$ cat src/rtl/bin_to_bcd_seq.sv
// Sequential shift-and-add-3 binary-to-BCD converter: one iteration per clock, start/busy/done handshake.
// Optional two's-complement input with sign flag is enabled by defining BCD_SIGNED_EN.
module bin_to_bcd_seq #(
  parameter int WIDTH = 8
) (
  input  logic             CLK,
  input  logic             RSTN,
  input  logic             START,
  input  logic [WIDTH-1:0] BIN,
  output logic [3:0]       BCD2,
  output logic [3:0]       BCD1,
  output logic [3:0]       BCD0,
  output logic             NEG,
  output logic             BUSY,
  output logic             DONE
);

  localparam int                CNT_W     = $clog2(WIDTH + 1);
  localparam logic [CNT_W-1:0] LAST_ITER = CNT_W'(WIDTH - 1);

  if (WIDTH < 4 || WIDTH > 9) begin : g_bad_width
    $error("bin_to_bcd_seq: WIDTH must be 4..9 so the result fits three BCD digits");
  end

  typedef enum logic {
    S_IDLE,
    S_SHIFT
  } state_t;

  state_t           state_q, state_d;
  logic [11:0]      acc_q, acc_d;
  logic [WIDTH-1:0] sh_q, sh_d;
  logic [CNT_W-1:0] cnt_q, cnt_d;
  logic [3:0]       bcd2_q, bcd2_d;
  logic [3:0]       bcd1_q, bcd1_d;
  logic [3:0]       bcd0_q, bcd0_d;
  logic             busy_q, busy_d;
  logic             done_q, done_d;

  logic [WIDTH-1:0]  load_val;
  logic [11:0]       adj;
  logic [WIDTH+11:0] shifted;

  // Every nibble of 5 or more is corrected before the shift so it carries properly after doubling.
  function automatic logic [11:0] add3(input logic [11:0] a);
    logic [11:0] r;
    r = a;
    for (int i = 0; i < 3; i++) begin
      if (a[4*i +: 4] >= 4'd5) r[4*i +: 4] = a[4*i +: 4] + 4'd3;
    end
    return r;
  endfunction

  assign adj     = add3(acc_q);
  assign shifted = {adj, sh_q} << 1;

  always_comb begin
    // NOTE: every variable gets a default first so no path leaves it unassigned and infers a latch.
    state_d = state_q;
    acc_d   = acc_q;
    sh_d    = sh_q;
    cnt_d   = cnt_q;
    bcd2_d  = bcd2_q;
    bcd1_d  = bcd1_q;
    bcd0_d  = bcd0_q;
    busy_d  = busy_q;
    done_d  = 1'b0;

    unique case (state_q)
      S_IDLE: begin
        if (START) begin
          sh_d    = load_val;
          acc_d   = '0;
          cnt_d   = '0;
          busy_d  = 1'b1;
          state_d = S_SHIFT;
        end
      end
      S_SHIFT: begin
        acc_d = shifted[WIDTH+11:WIDTH];
        sh_d  = shifted[WIDTH-1:0];
        cnt_d = cnt_q + 1'b1;
        if (cnt_q == LAST_ITER) begin
          bcd2_d  = acc_d[11:8];
          bcd1_d  = acc_d[7:4];
          bcd0_d  = acc_d[3:0];
          done_d  = 1'b1;
          busy_d  = 1'b0;
          state_d = S_IDLE;
        end
      end
      default: state_d = S_IDLE;
    endcase
  end

  // NOTE: the datapath registers are plain flops, not a memory array, so all of them take the async reset.
  always_ff @(posedge CLK or negedge RSTN) begin
    if (!RSTN) begin
      state_q <= S_IDLE;
      acc_q   <= '0;
      sh_q    <= '0;
      cnt_q   <= '0;
      bcd2_q  <= '0;
      bcd1_q  <= '0;
      bcd0_q  <= '0;
      busy_q  <= 1'b0;
      done_q  <= 1'b0;
    end else begin
      // NOTE: non-blocking assignments so every flop samples the pre-edge values of the others.
      state_q <= state_d;
      acc_q   <= acc_d;
      sh_q    <= sh_d;
      cnt_q   <= cnt_d;
      bcd2_q  <= bcd2_d;
      bcd1_q  <= bcd1_d;
      bcd0_q  <= bcd0_d;
      busy_q  <= busy_d;
      done_q  <= done_d;
    end
  end

`ifdef BCD_SIGNED_EN
  logic neg_pend_q, neg_pend_d;
  logic neg_q, neg_d;

  // The most negative code negates to itself, which read as unsigned is exactly its magnitude.
  assign load_val = BIN[WIDTH-1] ? ((~BIN) + WIDTH'(1'b1)) : BIN;

  always_comb begin
    neg_pend_d = neg_pend_q;
    neg_d      = neg_q;
    if (state_q == S_IDLE && START) neg_pend_d = BIN[WIDTH-1];
    if (done_d)                     neg_d      = neg_pend_q;
  end

  always_ff @(posedge CLK or negedge RSTN) begin
    if (!RSTN) begin
      neg_pend_q <= 1'b0;
      neg_q      <= 1'b0;
    end else begin
      neg_pend_q <= neg_pend_d;
      neg_q      <= neg_d;
    end
  end

  assign NEG = neg_q;
`else
  assign load_val = BIN;
  assign NEG      = 1'b0;
`endif

  assign BCD2 = bcd2_q;
  assign BCD1 = bcd1_q;
  assign BCD0 = bcd0_q;
  assign BUSY = busy_q;
  assign DONE = done_q;

`ifndef SYNTHESIS
  a_digits_legal: assert property (@(posedge CLK) disable iff (!RSTN)
    (BCD2 <= 4'd9) && (BCD1 <= 4'd9) && (BCD0 <= 4'd9));
`endif

endmodule

$ cat config.mk
export PLATFORM = sky130hd
export DESIGN_NAME = bin_to_bcd_seq
export DESIGN_NICKNAME = d
export VERILOG_FILES = /design/src/rtl/bin_to_bcd_seq.sv
export SDC_FILE = /design/constraint.sdc
export NUM_CORES = 1
export LEC_CHECK = 0
export BUFFER_PORTS_ARGS = -buffer_cell sky130_fd_sc_hd__buf_2
export CORE_MARGIN = 2
export CORE_UTILIZATION = 40
export DETAILED_ROUTE_END_ITERATION = 12
export RECOVER_POWER = 25
export SYNTH_ARGS = -nofsm -noshare
export SYNTH_HDL_FRONTEND = slang
export SYNTH_SLANG_ARGS = --single-unit
$ cat constraint.sdc
create_clock -name CLK -period 2.1 [get_ports CLK]
set_clock_uncertainty 0.15 [all_clocks]
set_input_delay 0.105 -clock CLK [delete_from_list [all_inputs] [get_ports CLK]]
set_output_delay 0.105 -clock CLK [all_outputs]
set_load 0.02 [all_outputs]
== Word level (Yosys, flattened, before mapping) ==
Index checks and enable logic that the tools add are counted.

* Bits in registers: 39
* Output and inout bits: 15
* Word-level logic and storage cells: 39

* Mux-type cells: 17
* $lt $le $gt $ge: 3
* Equal/unequal tests: 3
* Add/subtract/negate cells: 4
* Bitwise logic cells: 1
* Reductions and logical operators: 2

{| class="wikitable"
|+ Operator list
! operator !! count
|-
| 12-bit one-hot mux with 2 select lines || 1
|-
| 8-bit one-hot mux with 2 select lines || 1
|-
| 4-bit by 3-bit >= comparator with 1-bit output, second input constant || 3
|-
| 12-bit two-way mux || 1
|-
| 4-bit two-way mux || 3
|-
| 4-bit by 2-bit adder with 4-bit output, second input constant || 2
|-
| 8-bit two-way mux || 1
|-
| 4-bit one-hot mux with 2 select lines || 1
|-
| 1-bit two-way mux || 6
|-
| 4-bit by 1-bit adder with 4-bit output, second input constant || 1
|-
| 4-bit by 3-bit == test with 1-bit output, second input constant || 1
|-
| 1-bit one-hot mux with 2 select lines || 2
|-
| 2-bit AND reduction || 2
|-
| 3-bit by 2-bit adder with 3-bit output, second input constant || 1
|-
| 3-bit two-way mux || 1
|-
| 2-bit by 1-bit != test with 1-bit output, second input constant || 1
|-
| 2-bit != test, second input constant || 1
|-
| 1-bit NOT || 1
|}

== Logic depth before layout (Yosys ltp) ==
Gate-level depths: netlist of run 1.

* Word-level depth: 3
* Mapped depth: 6
* Mapped depth without buffers: 6

== Worst setup path after synthesis of run 1 ==
No wires, ideal clock.

* Path kind: reg2reg
* Start point: reg acc_q[0]
* End point: reg acc_q[2]
* Stages on the path, launching flop included: 7
* Slack: 0.456 ns
* Data required time: 1.867 ns
* Data arrival time: 1.411 ns
* Setup time: 0.083 ns
* Path buffers: 0
* Cell sequence: dfrtp_1 -> inv_1 -> ha_1 -> nand2b_1 -> a21oi_1 -> mux2_2 -> o22ai_1

* Cells in the longest elaborated chain, start to end: 3
* Elaborated cells between the ends (all ways): 4
* Classes of those cells: 1 x add/sub; 1 x order compare; 2 x mux

{| class="wikitable"
|+ RTL lines
! item !! line !! RTL
|-
| start, declared || 31 || <nowiki>logic [11:0] acc_q, acc_d;</nowiki>
|-
| start signal, assigned || 100 || <nowiki>acc_q <= '0;</nowiki>
|-
| start signal, assigned || 111 || <nowiki>acc_q <= acc_d;</nowiki>
|-
| 4-bit by 2-bit adder with 4-bit output / 4-bit by 3-bit >= comparator with 1-bit output (equally long branches) || 49 || <nowiki>if (a[4*i +: 4] >= 4'd5) r[4*i +: 4] = a[4*i +: 4] + 4'd3;</nowiki>
|-
| 4-bit two-way mux (*) || 49 ||
|-
| 12-bit one-hot mux with 2 select lines (*) || 69 || <nowiki>unique case (state_q)</nowiki>
|}

Every way passes the cells marked *; elsewhere a longest branch is shown, timed or not.
A chain may end at the register's enable or synchronous reset.

== Worst setup path in the final report of run 1 ==
Ends and elaborated chain as after synthesis.

==> impl_metrics.ini, run 1 <==
[timing]
finalCritPeriodShare_pct = 86.70
worstMarginPinSlew_ps = 961.0
finalSetupViolations = 0
rsz0062_at_grt = false
slew_viol_final = 0
relSlewSlack_pct = 35.93
clock.fmax_ghz = 0.5493
tns_ps = 0
period_minus_slack_ps = 1821
hold_viol = 0

[floorplanning]
die_y_um = 71.74
boundaryPins = 26
num_rows = 24
die_w_um = 71.74
start_util_pct = 41.87
fp.coreArea_um2 = 4384
die_area_um2 = 5147

[run_status]
status = completed

[drt]
initialDrtViolationCount = 79
avgRoutedWirePerCell_um = 13.75
ant_nets = 0
dr.pass1.iters = 4
drc = 0
wl_um = 3519
viasPerCell = 5.172
dr_total_vias = 1324

[clocking]
worstSkewPairLatency_ps = 280
h-tree-depth = 2
root_buffer = clkbuf_8
cts_tree = built
numCtsBuffers = 5
clk_pin_slew_worst_paths_ps = 70
postCtsSetupBuffers = 0
cts_max_path_buffers = 2
clock_sinks = 39

[yosys]
synth_cells = 173
ys_types = 30
avgSynthCellArea_um2 = 10.61
synth_fp_nets = 191
synth.yosys.warnings = 0
synthXorXnorAreaFrac_pct = 2.386
ys_seq_area_share_pct = 53.17
synthSimpleGateAreaFrac_pct = 12.54
synthMuxAreaShare_pct = 8.930
synth_fa_ha_area_share_pct = 4.772
synth_top_family_by_area = compound AO/OA/AOI/OAI gates
synth_compound_area_share_pct = 13.09
syn_area_um2 = 1836
ys_ff_latch = 39

[finish]
register_area_um2 = 975.9
filler_cell_count = 421
nNetsFinal = 222
syn2layout_area_growth_pct = 16.16
stdcell_count = 256
n_antenna_cell = 0
multiInputGateArea_um2 = 769.5
stdcell_area_um2 = 2132
drive_gt1_share_pct = 14.22

[setup_path]
crit_path_start_kind = flip-flop
worst-path-max-fanout = 3
cp.arrival_ps = 1870
crit_required_ps = 2150
critPathKind = reg2reg
end_kind = flip-flop

[placement]
io_buffers = 24
dpl_cell_area_um2 = 1982
dp.cells = 241
dp_hpwl_um = 2493
gp_congestion = 0.7909

[flow_run]
maxCapViolCount = 0

[min_path]
hold_class = in2reg

[global_routing]
grt_first_pass_wirelength_um = 6196
grt-ovfl-total = 0
grt_max_degree = 40
antenna_found_initial = 0
track_usage_pct = 15.30
grt_pass1_vias = 1338

[power_and_ir_drop]
p_leak_nw = 0.9916
vdd_drop_max_mv = 0.4688
power.density_nw_per_um2 = 1540
p_total_mw = 3.283
cell families after synthesis:
group / after synthesis
compound gates: 41
xor+xnor: 5
fa+ha+maj: 7
buf+inv: 19
flops: 39
mux: 15
other cells: 1
simple gates: 46
final timing paths:
path	from	to	slack, ps	cells past startpoint
max in group asynchronous	RSTN	sh_q[2]	850	2
min	BIN[2]	sh_q[2]	7	3
min reg2reg	BCD2[0]	BCD2[0]	330	2
max reg2reg	acc_q[0]	acc_q[2]	280	6
min in group asynchronous	RSTN	BCD1[0]	350	2
max	acc_q[0]	acc_q[2]	280	6
layer usage:
metal / global-route usage, % / vias to the layer above / part of all wire [%]
li1: - / 649 / -
met5: 0 / - / 0
met4: 3.774 / 0 / 0.97
met1: 20.75 / 643 / 47
met3: 3.797 / 5 / 4.1
met2: 24.79 / 27 / 48
flip-flops by register name (all words and copies together), names as in the netlist:
name,flops
BCD0,4
state_q,1
sh_q,8
DONE,1
cnt_q,4
BCD2,4
BUSY,1
acc_q,12
BCD1,4
placed cells by master, fill, tap and decap left out, types with 2 or more instances in the layout:
master	synthesis	layout
a21o_1	3	3
a21oi_1	7	7
a21oi_2	2	2
buf_2	3	9
buf_4	3	2
clkbuf_1	3	14
clkbuf_8	0	6
dfrtp_1	39	39
dlygate4sd3_1	0	8
ha_1	7	7
inv_1	8	8
mux2_2	3	3
mux2_4	2	2
mux2i_1	10	10
nand2_1	27	27
nand2b_1	3	3
nand3_1	2	2
nor2_1	4	4
nor3_1	2	2
nor3b_1	6	6
o21ai_0	18	18
o22ai_1	8	8
xnor2_1	4	4
stage by stage:
step / util (%) / setup WS [ps] / hold WS [ps]
floorplan: - / 456.2 / -340.6
global placement: 45.21 / 410.5 / 102.0
detailed placement: 45.21 / 292.9 / 121.6
CTS: 49.03 / 271.3 / 6.233
global route: 48.63 / 149.9 / 20.07
finish: 48.63 / 279.4 / 6.734
Yosys cell counts:
master / instances / area (um^2)
nor3_1: 2 / 10.01
dfrtp_1: 39 / 975.9
a22o_1: 1 / 8.760
inv_4: 1 / 6.260
inv_1: 8 / 30.03
buf_2: 3 / 15.01
o31ai_1: 1 / 7.510
nand2_1: 27 / 101.4
mux2_2: 3 / 33.78
a21oi_2: 2 / 17.52
ha_1: 7 / 87.58
nor2_1: 4 / 15.01
a21o_1: 3 / 22.52
nor3b_1: 6 / 45.04
xor2_1: 1 / 8.760
o22ai_1: 8 / 50.05
mux2_4: 2 / 30.03
o21ai_0: 18 / 90.09
xnor2_1: 4 / 35.03
clkbuf_2: 1 / 5.000
conb_1: 1 / 3.750
and3_1: 1 / 6.260
nand4b_4: 1 / 23.77
buf_4: 3 / 22.52
nand3_1: 2 / 10.01
clkbuf_1: 3 / 11.26
a21oi_1: 7 / 35.03
mux2i_1: 10 / 100.1
nand2b_1: 3 / 18.77
a21o_2: 1 / 8.760
timing repair:
item,CTS,global route
hold endpoints to repair,46,0
gates resized for setup,0,0
hold buffers,8,0
setup endpoints to repair,0,0
layout make-up:
class | instances | area share [%]
clock buffers | 6 | 3.873
clock inverters | 1 | 0.2347
inverters | 9 | 1.702
multi-input cells | 115 | 36.09
flip-flops and latches | 39 | 45.77
well taps | 52 | 3.052
repair buffers | 34 | 9.272
where the power goes:
part | switching [mW] | total [mW] | internal (mW) | leakage, nW
combinational | 0.804 | 1.43 | 0.625 | 0.450
clock | 0.242 | 0.499 | 0.258 | 0.0470
sequential | 0.273 | 1.35 | 1.08 | 0.494
total | 1.32 | 3.28 | 1.96 | 0.992
worst max-delay path: stages, from the launching register on:
cell and delay [ps]:
dfrtp_1 400, inv_1 130, ha_1 210, nand2b_1 80, a21oi_1 240, mux2_2 380, o22ai_1 160
No activity file was read; power rests on OpenSTA's default activity.
==> run 2: changes to the inputs <==
- CORE_ASPECT_RATIO: default -> 0.8
- clock period: 2.1 -> 2 ns (I/O delays scaled with it)
==> run 2 against run 1 <==
Against the previous run: register-to-register slack got worse by 96 ps; sequential power grew 5%; highest routed layer unchanged; total power up 5.9%; critical path depth unchanged; sequential share of layout area fell by 0.29 points; non-clock buffer count grew 1; critical endpoint unchanged; largest power group unchanged.
==> impl_metrics.ini, run 2 (same netlist as run 1, synthesis figures left out) <==
[timing]
tns_ps = 0
period_minus_slack_ps = 1816
hold_viol = 0
finalCritPeriodShare_pct = 90.82
rsz0062_at_grt = false
whs_ps = 158.8
clock.fmax_ghz = 0.5505
fin_ws_ps = 183.6
worstMarginPinSlew_ps = 957.3
relSlewSlack_pct = 36.18
slew_viol_final = 0
finalSetupViolations = 0

[global_routing]
grt_first_pass_wirelength_um = 6410
track_usage_pct = 16.56
grt-ovfl-total = 0
antenna_found_initial = 0
grt_max_degree = 40
grt_pass1_vias = 1315

[run_status]
status = completed

[finish]
multiInputGateArea_um2 = 769.5
drive_gt1_share_pct = 13.59
final_util_pct = 47.82
reg_top3 = acc_q: 12 flops, sh_q: 8 flops
nNetsFinal = 223
filler_cell_count = 413
regMostFlops = acc_q
final_cell_mix = dfrtp_1 (39), nand2_1 (27), o21ai_0 (18)
final_common_cell = dfrtp_1
stdcell_area_um2 = 2146
n_antenna_cell = 0
largest_register_ffs = 12
stdcell_count = 266
register_area_um2 = 975.9
syn2layout_area_growth_pct = 16.91

[placement]
gp_congestion = 0.7492
dp_hpwl_um = 2496
io_buffers = 24
dp.cells = 249
dpl_worst_slack_ps = 195.3
dpl_cell_area_um2 = 1992

[clocking]
cts_tree = built
clk_pin_slew_worst_paths_ps = 70
cts_max_path_buffers = 2
clock_sinks = 39
cts.repair.resized = 0
worstSkewPairLatency_ps = 290
numCtsBuffers = 5
h-tree-depth = 2
root_buffer = clkbuf_8

[floorplanning]
fp.coreArea_um2 = 4487
num_rows = 22
die_w_um = 79.74
boundaryPins = 26
die_area_um2 = 5150
start_util_pct = 40.91
die_y_um = 64.59

[drt]
dr_total_vias = 1299
drc = 0
viasPerCell = 4.883
avgRoutedWirePerCell_um = 13.94
dr.pass1.iters = 4
initialDrtViolationCount = 94
ant_nets = 0
wl_um = 3709

[power_and_ir_drop]
power.density_nw_per_um2 = 1621
p_leak_nw = 0.9904
p_total_mw = 3.478
vdd_drop_max_mv = 0.6148

[min_path]
hold_class = in2reg
holdPathStages = 2

[setup_path]
r2r_cells = 6
slowest_delay_ps = 400
crit_required_ps = 2060
worst_path_max_delay_cell = dfrtp_1
end_kind = flip-flop
cp.arrival_ps = 1870
cp_cell_sequence = inv_1 > ha_1 > nand2b_1 > a21oi_1 > mux2_2 > o22ai_1
critPathKind = reg2reg
worst-path-max-fanout = 3
crit_path_start_kind = flip-flop

[flow_run]
maxCapViolCount = 0
run 2: changes by cell type in the layout (fill, tap and decap cells not counted):
cell / delta
clkbuf_8: -1
dlygate4sd3_1: +1
clkbuf_1: +2
run 2: worst paths after layout:
check | startpoint | endpoint | slack (ps)
min in group asynchronous | RSTN | BCD2[1] | 340
worst max-delay path | acc_q[0] | acc_q[2] | 180
worst max register to register | acc_q[0] | acc_q[2] | 180
worst min-delay path | START | acc_q[7] | 160
worst min register to register | BCD0[3] | BCD0[3] | 330
max in group asynchronous | RSTN | BUSY | 770
run 2: metal layers:
| metal | vias up | part of all wire (%) | GRT usage, % |
|---|---|---|---|
| met5 | - | 0 | 0 |
| met2 | 21 | 46 | 25.74 |
| met3 | 8 | 3.8 | 3.900 |
| met1 | 615 | 48 | 21.96 |
| met4 | 0 | 2.2 | 7.627 |
| li1 | 655 | - | - |
run 2: area by class of cell:
class | instances | share of cell area [%]
clock buffers | 7 | 3.557
clock inverters | 1 | 0.2332
inverters | 9 | 1.691
multi-input cells | 115 | 35.86
flip-flops and latches | 39 | 45.48
well taps | 60 | 3.499
repair buffers | 35 | 9.679
run 2: power by group:
part,switching [mW],internal (mW)
logic,0.880,0.667
registers,0.285,1.14
clock network,0.266,0.245
run 2: critical path, delay by kind of cell, from the launching register on:
kind            cells  cell delay, ps
simple gates        1              80
fa+ha+maj           1             200
flops               1             400
buf+inv             1             120
compound gates      2             410
mux                 1             380
run 2: repair_timing:
action | CTS | global route
endpoints found under the hold margin | 47 | 0
setup buffers | 0 | 0
hold buffers | 9 | 0
==> run 3: changes to the inputs <==
- CORE_UTILIZATION: 40 -> 56
- PLACE_DENSITY: default -> 0.78
==> run 3 against run 2 <==
Against the previous run: first-iteration DRC count down 22%; via count up 5.0%; design area down 1.6%; sequential share of layout area up 0.76 points; clock-buffer cell count unchanged; core utilization up 20 points; clock power about the same; largest power group unchanged; critical path depth unchanged.
==> impl_metrics.ini, run 3 (same netlist as run 1, synthesis figures left out) <==
[timing]
hold_viol = 0
relSlewSlack_pct = 44.67
tns_ps = 0
slew_viol_final = 0
period_minus_slack_ps = 1797
finalCritPeriodShare_pct = 89.85
clock.fmax_ghz = 0.5565
fin_ws_ps = 203.0
finalSetupViolations = 0
worstMarginPinSlew_ps = 830.0
rsz0062_at_grt = false

[finish]
filler_cell_count = 232
nNetsFinal = 222
final_common_cell = dfrtp_1
n_antenna_cell = 0
largest_register_ffs = 12
drive_gt1_share_pct = 13.66
syn2layout_area_growth_pct = 15.00
reg_top3 = acc_q: 12 flops, sh_q: 8 flops
final_cell_mix = dfrtp_1 (39), nand2_1 (27), o21ai_0 (18)
regMostFlops = acc_q
stdcell_area_um2 = 2111

[setup_path]
r2r_cells = 6
critPathKind = reg2reg
end_kind = flip-flop
timing.critical_path.to = acc_q[2]
crit_path_start_kind = flip-flop
worst-path-max-fanout = 3
timing.rr.end = acc_q[2]
startpoint = acc_q[0]
crit_required_ps = 2060
r2r-start = acc_q[0]
cp.arrival_ps = 1860
rrSetupSlack_ps = 200

[global_routing]
grt_max_degree = 40
antenna_found_initial = 0
track_usage_pct = 22.82
grt_first_pass_wirelength_um = 6244
grt_pass1_vias = 1388
grt-ovfl-total = 0

[drt]
wl_um = 3733
initialDrtViolationCount = 73
viasPerCell = 5.567
dr.pass1.iters = 4
dr_total_vias = 1364
avgRoutedWirePerCell_um = 15.24
ant_nets = 0
drc = 0

[clocking]
cts_max_path_buffers = 2
numCtsBuffers = 5
clk_pin_slew_worst_paths_ps = 70
worstSkewPairLatency_ps = 290
cts_tree = built
clock_sinks = 39
cts.repair.resized = 0
postCtsSetupBuffers = 0
root_buffer = clkbuf_8
h-tree-depth = 2

[placement]
io_buffers = 24
gp_congestion = 0.8459
dp_hpwl_um = 2486
dpl_worst_slack_ps = 198.6
dpl_cell_area_um2 = 1967

[power_and_ir_drop]
vdd_drop_max_mv = 0.8727
p_total_mw = 3.475
p_leak_nw = 0.9871
power.density_nw_per_um2 = 1646

[flow_run]
maxCapViolCount = 0

[floorplanning]
num_rows = 18
start_util_pct = 59.06
die_y_um = 55.21
die_area_um2 = 3754
boundaryPins = 26
die_w_um = 68.01
fp.coreArea_um2 = 3108

[run_status]
status = completed

[min_path]
hold_class = in2reg
run 3: cell types whose count changed in the layout (fill, tap and decap cells not counted):
cell	previous run	this run
buf_2	9	10
clkbuf_2	1	0
dlygate4sd3_1	9	8
run 3: metrics by stage:
| stage | hold slack [ps] | utilization (%) | std cells |
|---|---|---|---|
| 4_1_cts | 32.52 | 68.48 | 245 |
| 2_1_floorplan | -345.6 | - | 173 |
| 3_3_place_gp | 89.15 | 63.29 | 229 |
| 3_5_place_dp | 101.4 | 63.29 | 229 |
| 6_report | 14.78 | 67.91 | 245 |
| 5_1_grt | 24.37 | 67.91 | 245 |
run 3: layer usage:
layer	global-route usage (%)	vias to the layer above	routed length, um
li1	-	655	-
met1	26.50	663	1544
met2	37.31	32	1896
met3	7.128	14	167
met4	11.43	0	125
met5	0	-	0
run 3: power breakdown:
group	leakage, nW	switching (mW)	internal [mW]
Sequential	0.494	0.273	1.14
Clock	0.0422	0.262	0.245
Combinational	0.450	0.890	0.669
run 3: what timing repair did:
action / in CTS / in global routing
setup endpoints to repair: 0 / 0
hold buffers: 8 / 0
hold endpoints to repair: 46 / 0
run 3: area by class of cell:
cell class,count,area [um^2],share of cell area [%]
clock inverters,1,5.005,0.2371
repair buffers,34,197.7,9.366
multi-input cells,115,769.5,36.46
flip-flops and latches,39,975.9,46.24
inverters,9,36.28,1.719
well taps,40,50.05,2.371
clock buffers,7,76.32,3.616
run 3: worst max-delay path, stage by stage, from the launching register on:
cell	delay, ps
dfrtp_1	400
inv_1	120
ha_1	200
nand2b_1	80
a21oi_1	240
mux2_2	380
o22ai_1	140
run 3: how the worst min path moves through the flow:
stage | start | end | slack [ps] | cells past startpoint
final | BIN[3] | sh_q[3] | 10 | 3
after global routing | BIN[3] | sh_q[3] | 20 | 3
after CTS | BIN[3] | sh_q[3] | 30 | 3
after detailed placement | RSTN | sh_q[4] | 100 | 1
after global placement | RSTN | acc_q[9] | 90 | 1
after floorplan | RSTN | BCD0[0] | -350 | 0
